`src/rtl/student_piso16.sv`:
```
// Parallel-in/serial-out transmitter: one word per load handshake, emitted LSB first
// on a valid/ready serial port with a last-bit marker and a latched nonzero flag.
module student_piso16 #(
  parameter int unsigned WIDTH = 16
) (
  input  logic             clk,
  input  logic             rst_n,
  input  logic             load_valid,
  input  logic [WIDTH-1:0] load_data,
  output logic             load_ready,
  output logic             sout,
  output logic             sout_valid,
  input  logic             sout_ready,
  output logic             sout_last,
  output logic             word_nonzero,
  output logic             busy
);

  typedef enum logic {IDLE, SHIFT} state_t;

  localparam logic [3:0] LAST = 4'(WIDTH - 1);

  state_t           state, state_nx;
  logic [WIDTH-1:0] sreg;
  logic [3:0]       cnt;
  logic             nz;

  always_ff @(posedge clk or negedge rst_n) begin
    if (!rst_n) state <= IDLE;
    else        state <= state_nx;
  end

  // Outputs decode only registered state, so sout_ready/load_valid never reach them.
  always_comb begin
    state_nx     = state;
    load_ready   = 1'b0;
    sout_valid   = 1'b0;
    busy         = 1'b0;
    sout         = 1'b0;
    sout_last    = 1'b0;
    word_nonzero = nz;
    case (state)
      IDLE: begin
        load_ready = 1'b1;
        if (load_valid) state_nx = SHIFT;
      end
      SHIFT: begin
        sout_valid = 1'b1;
        busy       = 1'b1;
        sout       = sreg[0];
        sout_last  = (cnt == LAST);
        if (sout_ready && cnt == LAST) state_nx = IDLE;
      end
      default: state_nx = IDLE;
    endcase
  end

  always_ff @(posedge clk or negedge rst_n) begin
    if (!rst_n) begin
      sreg <= '0;
      cnt  <= '0;
      nz   <= 1'b0;
    end else begin
      case (state)
        IDLE: begin
          if (load_valid) begin
            sreg <= load_data;
            cnt  <= '0;
            nz   <= |load_data;
          end
        end
        SHIFT: begin
          if (sout_ready) begin
            if (cnt == LAST) begin
              sreg <= '0;
              cnt  <= '0;
            end else begin
              sreg <= {1'b0, sreg[WIDTH-1:1]};
              cnt  <= cnt + 4'd1;
            end
          end
        end
        default: ;
      endcase
    end
  end

endmodule
```
`config.mk`:
```
export PLATFORM = sky130hd
export DESIGN_NAME = student_piso16
export DESIGN_NICKNAME = d
export VERILOG_FILES = /design/src/rtl/student_piso16.sv
export SDC_FILE = /design/constraint.sdc
export NUM_CORES = 1
export LEC_CHECK = 0
export CAP_MARGIN = 20
export CORE_MARGIN = 3
export CORE_UTILIZATION = 50
export CTS_BUF_LIST = sky130_fd_sc_hd__clkbuf_2
export DETAILED_ROUTE_END_ITERATION = 16
export HOLD_SLACK_MARGIN = 0.12
export PLACE_DENSITY = 0.88
export SYNTH_ARGS = -nofsm -noshare
export SYNTH_HDL_FRONTEND = slang
export SYNTH_SLANG_ARGS = --single-unit
```
`constraint.sdc`:
```
create_clock -name clk -period 1.6 [get_ports clk]
set_input_delay 0.32 -clock clk [delete_from_list [all_inputs] [get_ports clk]]
set_output_delay 0.32 -clock clk [all_outputs]
set_load 0.02 [all_outputs]
```
After elaboration in Yosys (flattened, before gate mapping)
Index checks and enable logic that the tools add are counted.

Output and inout port bits: 6. Bits of input ports: 20. Word-level logic and storage cells: 28. Register bits: 22.

Bitwise gates (word level): 1. Eq/ne operators: 3. Add/sub/neg operators: 1. Reduce and logical (&&, ||, !) cells: 4. Mux-type cells: 15.

Operators with widths (count): 2-to-1 mux 16 bit (2); one-hot mux 16 bit (2 select lines) (1); OR reduction 16 bit (1); 2-to-1 mux 15 bit (1); 2-to-1 mux 4 bit (3); one-hot mux 4 bit (2 select lines) (1); 2-to-1 mux 1 bit (6); adder 4 x 1 -> 4 bit (second input constant) (1); equality test 4 bit (second input constant) (1); != test 2 bit (second input constant) (2); AND reduction 2 bit (2); one-hot mux 1 bit (2 select lines) (1); logical AND 1 bit (1); NOT 1 bit (1).

Depth between registers and ports, before layout
Depth after elaboration: 4. Mapped depth: 5. Mapped depth without buffers: 4.

Least setup slack after synthesis
Ideal clock, no wire load.

Path type: flip-flop to output port. From: register cnt[0]. To: output sout_last. Path buffers: 1. Cell stages (with the launch flop): 5. Arrival: 1.219 ns. Setup slack: 0.061 ns. Data required time: 1.280 ns. Path through: dfrtp_1 -> ha_1 -> nand3_2 -> buf_2 -> nor2_1.

Longest elaborated chain between the ends: 2.

Ends and longest elaborated chain: start, declared (line 25) `logic [3:0] cnt;`; start signal, assigned (line 79) `cnt <= cnt + 4'd1;`; equality test 4 bit (line 51) `sout_last = (cnt == LAST);`; 2-to-1 mux 1 bit (line 42) `case (state)`; end, declared (line 14) `output logic sout_last,`.

Every way passes these cells.

Final worst setup path
From: register cnt[1]. To: output sout_last.

The elaborated chain is that of the path after synthesis.

==> results.json <==
{
  "status": "finished, final reports clean",
  "yosysWarnings": 0,
  "cp_top_family": "flip-flops",
  "overflow": 0,
  "multi_input_area_um2": 487,
  "dpl.hpwl_um": 1910,
  "hold_buffers": 0,
  "timing.critical_path.cells": "ha_2 > nand3_2 > nor2_1 > buf_4",
  "yosys.area_share.simple_pct": 16.5,
  "drv_slew": 0,
  "cts.htree.levels": 1,
  "synthAdderAreaFrac_pct": 1.15,
  "grt_pass1_vias": 1037,
  "antenna_found_initial": 0,
  "combPwrFrac_pct": 41.3,
  "cts_setup_buffers": 0,
  "die_area_um2": 2770,
  "core-area_um2": 2000,
  "synth_area_um2": 1090,
  "finalWirelength_um": 2550,
  "fin_total_pwr_mw": 1.91,
  "first_pass_iters": 4,
  "ys_types": 26,
  "grt_pass1_wl_um": 4420,
  "peakVddDrop_mv": 0.974,
  "drcViolationCount": 0,
  "ys_seq_elements": 22,
  "grt_max_degree": 23,
  "start_util_pct": 54.3,
  "synth_nets": 129,
  "placed_area_um2": 1410,
  "io_buffers": 25,
  "routed_via_density": 6.05,
  "dp_worst_setup_slack_ns": -0.0151,
  "clock_latency_ns": 0.33,
  "worst-path-buf-inv": 1,
  "grt_util_all_layers_pct": 21.7,
  "regArea_um2": 551,
  "required_ns": 1.28,
  "dr_total_vias": 1004,
  "switching_share_pct": 33.7,
  "clock-root-buffer": "clkbuf_2",
  "drv_cap": 0,
  "clock_sink_count": 22,
  "nets": 162,
  "synth_xor_area_share_pct": 0.806,
  "powerDensity_nw_per_um2": 1350,
  "synth.yosys.seq_area_share_pct": 50.7,
  "drive_above_1_share_pct": 15.8,
  "p_switching_uw": 643,
  "drt_first_iter_violations": 27,
  "internal-power_mw": 1.26,
  "skew_ns": 0.0101,
  "pwr-share-clk_pct": 11.0,
  "crit_start": "cnt[1]",
  "setup_viol": 0,
  "layout_min_cycle_time_ns": 1.55,
  "max_stage_delay_ns": 0.40,
  "design_area_um2": 1420,
  "die_h_um": 52.6,
  "cts_tree": "done",
  "floorplan.rows": 16,
  "rr_startpoint": "state",
  "syn2layout_area_growth_pct": 30.5,
  "cp_slowest_cell": "dfrtp_1",
  "avgSynthCellArea_um2": 10.1,
  "diodes": 0,
  "critical_path_arrival_ns": 1.23,
  "synth_mux_area_share_pct": 0,
  "pin_count": 26,
  "syn_inst": 108,
  "fin_ws_ns": 0.0547,
  "synth_compound_area_share_pct": 26.2,
  "ant_nets": 0,
  "fin_crit_sh_pct": 96.6,
  "startpoint_type": "flip-flop",
  "routabilityCongestion": 0.778,
  "clock_path_buffers": 2,
  "worst_pin_slew_ns": 0.343,
  "hold_class": "in -> async",
  "path_class": "reg -> out",
  "die_x_um": 52.6,
  "pwr-share-seq_pct": 47.7,
  "synth_top_family_by_area": "compound AO/OA/AOI/OAI gates",
  "power_leakage_nw": 0.640,
  "finalHoldViolCount": 0,
  "maxSlewHeadroom_pct": 76.9,
  "routedWlPerCell_um": 15.4,
  "end_kind": "primary output",
  "cp_max_fo": 2,
  "fmax_ghz": 0.647,
  "fillers": 154,
  "grt_setup_unrepaired": "true",
  "clkTransAtPathRegs_ns": 0.19,
  "cts_inserted_buffers": 3
}
[state kept, by name (all words and copies together), names as in the netlist]
name	cells
word_nonzero	1
cnt	4
sreg	16
state	1
[final cells by class]
type / instances / area share, %
flip-flops and latches: 22 / 38.8
well taps: 27 / 2.38
multi-input cells: 76 / 34.3
repair buffers: 37 / 23.1
inverters: 1 / 0.265
clock buffers: 3 / 1.06
[path summary, 6_finish.rpt]
check,cells past startpoint,slack (ns),endpoint
min,2,0.31,sreg[10]
max in group asynchronous,2,1.07,sreg[7]
max,4,0.05,sout_last
min in group clk,1,0.52,word_nonzero
max reg2reg,5,0.18,sreg[7]
min reg2reg,1,0.52,word_nonzero
[power groups by stage]
stage	Clock [mW]	Combinational, mW	Sequential (mW)
3_5_place_dp	0	0.815	0.918
3_3_place_gp	0	0.783	0.905
5_1_grt	0.236	0.875	0.937
6_report	0.209	0.788	0.911
2_1_floorplan	0	0.489	0.920
4_1_cts	0.213	0.793	0.906
[timing repair]
item / 4_1_cts / 5_1_grt
setup endpoints to repair: 6 / 6
hold endpoints to repair: 0 / 0
pin swaps: 0 / 0
resized for setup: 10 / 7
[cells in the final DEF (no fill, tap or decap), drive strengths merged]
master | synthesis | final
nor4 | 4 | 4
buf | 7 | 13
ha | 1 | 1
and2 | 2 | 2
a21o | 2 | 2
a21oi | 1 | 1
dfrtp | 22 | 22
dlygate4sd2 | 0 | 3
a211o | 1 | 1
clkdlybuf4s50 | 0 | 19
a2bb2oi | 15 | 15
inv | 1 | 1
a32o | 2 | 2
nor3 | 1 | 1
o21ai | 16 | 16
nor2 | 2 | 2
a22o | 1 | 1
nand2 | 6 | 6
o22ai | 1 | 1
clkbuf | 2 | 5
nand3 | 18 | 18
a41oi | 1 | 1
nand2b | 1 | 1
xor2 | 1 | 1
[cells by family after synthesis]
logic type               after synthesis
buffers and inverters                 10
XOR/XNOR                               1
flip-flops                            22
AO/OA/AOI/OAI                         40
adder cells (fa/ha/maj)                1
AND/OR/NAND/NOR                       34
[per-layer routing]
layer | vias up | GRT usage [%] | wire length (µm)
met5 | - | 0 | 0
met4 | 0 | 11.1 | 43
met3 | 5 | 3.13 | 129
met2 | 32 | 36.8 | 1310
met1 | 493 | 26.3 | 1070
li1 | 474 | - | -
[synthesized netlist by cell type]
cell type / instances / area share, %
and2_1: 1 / 0.58
a21o_1: 2 / 1.4
nor2_1: 2 / 0.69
o22ai_1: 1 / 0.58
a22o_1: 1 / 0.81
dfrtp_1: 22 / 51
a41oi_1: 1 / 0.81
a21oi_1: 1 / 0.46
ha_1: 1 / 1.2
and2_4: 1 / 0.81
nand2_2: 1 / 0.58
nand3_1: 17 / 7.8
nor3_1: 1 / 0.46
buf_4: 2 / 1.4
nand3_2: 1 / 0.92
a2bb2oi_1: 15 / 12
nand2_1: 5 / 1.7
nor4_1: 4 / 2.3
clkbuf_1: 2 / 0.69
inv_1: 1 / 0.35
buf_2: 5 / 2.3
a32o_1: 2 / 1.8
a211o_1: 1 / 0.81
nand2b_1: 1 / 0.58
o21ai_0: 16 / 7.4
xor2_1: 1 / 0.81
[stage by stage]
| stage | std cells | hold WS, ns | util [%] | setup TNS (ns) |
|---|---|---|---|---|
| floorplan | 108 | 0.0244 | - | 0 |
| global route | 166 | 0.312 | 70.8 | -0.0437 |
| detailed placement | 163 | 0.489 | 70.6 | -0.0151 |
| CTS | 166 | 0.317 | 70.8 | 0 |
| global placement | 163 | 0.468 | 70.6 | 0 |
| finish | 166 | 0.310 | 70.8 | 0 |
No activity file was read; power rests on OpenSTA's default activity.
==> RTL change (config.mk and constraints unchanged) <==
`WIDTH`: 16 -> 32.
--- a/src/rtl/student_piso16.sv
+++ b/src/rtl/student_piso16.sv
@@ -1,7 +1,7 @@
 // Parallel-in/serial-out transmitter: one word per load handshake, emitted LSB first
 // on a valid/ready serial port with a last-bit marker and a latched nonzero flag.
 module student_piso16 #(
-  parameter int unsigned WIDTH = 16
+  parameter int unsigned WIDTH = 32
 ) (
   input  logic             clk,
   input  logic             rst_n,
Interface: changed (resized load_data); port bits go from 26 to 42. The function was not compared with the original's and may differ.
==> RTL change against the original RTL <==
The run now ends with negative setup slack left; register-to-register slack worse by 0.05 ns; critical path depth stayed put; sequential cell count is 16 higher; routed wire length is 95% higher; design area is 92% higher; area after synthesis is 98% higher; setup slack worse by 0.075 ns; sequential share of layout area is 3.8 points lower; worst hold slack worse by 0.054 ns; total power is 93% higher; sequential power is 77% higher; clock skew is 0.014 ns higher; critical path type unchanged.
==> RTL change: results (changes against the original RTL) <==
status: "finished with violations"
violations: "negative setup slack"
vias: 1755  # +75%
clk_pin_slew_worst_paths_ns: 0.21  # +0.02 ns
arrival_ns: 1.30  # +0.07 ns
portBuffers: 41  # +64%
muxShareOfSynthArea_pct: 0.524  # +0.52 points
period_needed_ns: 1.62  # +0.0746 ns
grt_first_pass_wirelength_um: 8260  # +87%
peakVddDrop_mv: 0.584  # -40%
fin_setup_tns_ns: -0.0199  # -0.0199 ns
synth_compound_area_share_pct: 31.2  # +5.0 points
track_usage_pct: 20.5  # -1.2 points
synth_cell_type_count: 31  # +19%
p_sw_share_pct: 34.5  # +0.77 points
placed_cell_area_um2: 2640  # +87%
numCtsBuffers: 5  # +2
setup_viol: 1  # +1
fillers: 294  # +91%
synth.area.top_cells: "dfrtp_1, a2bb2oi_2, nand3_1"
synth-xor-area-share_pct: 0.408  # -0.40 points
yosysSeqAreaShare_pct: 44.3  # -6.4 points
grt_pass1_vias: 1699  # +64%
setup_ws_ns: -0.0199  # -0.0746 ns
insertion_delay_ns: 0.40  # +0.07 ns
gp_congestion: 0.803  # +3.2%
[RTL change: final timing paths]
kind,end,start
worst max-delay path,sout_last,cnt[0]
worst min-delay path,sreg[17],rst_n
worst max register to register,cnt[3],cnt[0]
worst min register to register,sreg[5],sreg[5]
max in group asynchronous,sreg[31],rst_n
min in group clk,sreg[5],sreg[5]
[RTL change: power groups by stage]
stage	Combinational [mW]	Clock [mW]	Sequential [mW]
4_1_cts	1.60	0.418	1.60
2_1_floorplan	1.18	0	1.60
5_1_grt	1.80	0.459	1.65
3_3_place_gp	1.56	0	1.61
3_5_place_dp	1.61	0	1.63
6_report	1.65	0.412	1.61
[RTL change: cell families after synthesis]
| group | after synthesis |
|---|---|
| flops | 38 |
| xor+xnor | 1 |
| buf+inv | 19 |
| simple gates | 59 |
| compound gates | 70 |
| fa+ha+maj | 1 |
| mux | 1 |
[RTL change: per-layer routing]
| layer | wire length, um | global-route usage (%) | vias up |
|---|---|---|---|
| met5 | 0 | 0 | - |
| met4 | 71 | 5.64 | 0 |
| met3 | 251 | 5.05 | 8 |
| met2 | 2480 | 32.3 | 45 |
| met1 | 2180 | 28.2 | 876 |
| li1 | - | - | 826 |
[RTL change: cell type report]
class	count	area, um2	area share, %
Clock inverter	2	10.0	0.369
Tap cell	50	62.6	2.30
Clock buffer	5	25.0	0.922
Inverter	2	7.51	0.276
Timing Repair Buffer	61	619	22.8
Sequential cell	38	951	35.0
Multi-Input combinational cell	132	1040	38.3
[RTL change: what timing repair did]
action                                  CTS  global route
pin swaps                                 1             3
resized for setup                        23            12
setup buffers                             2             2
endpoints found under the setup margin    6             5
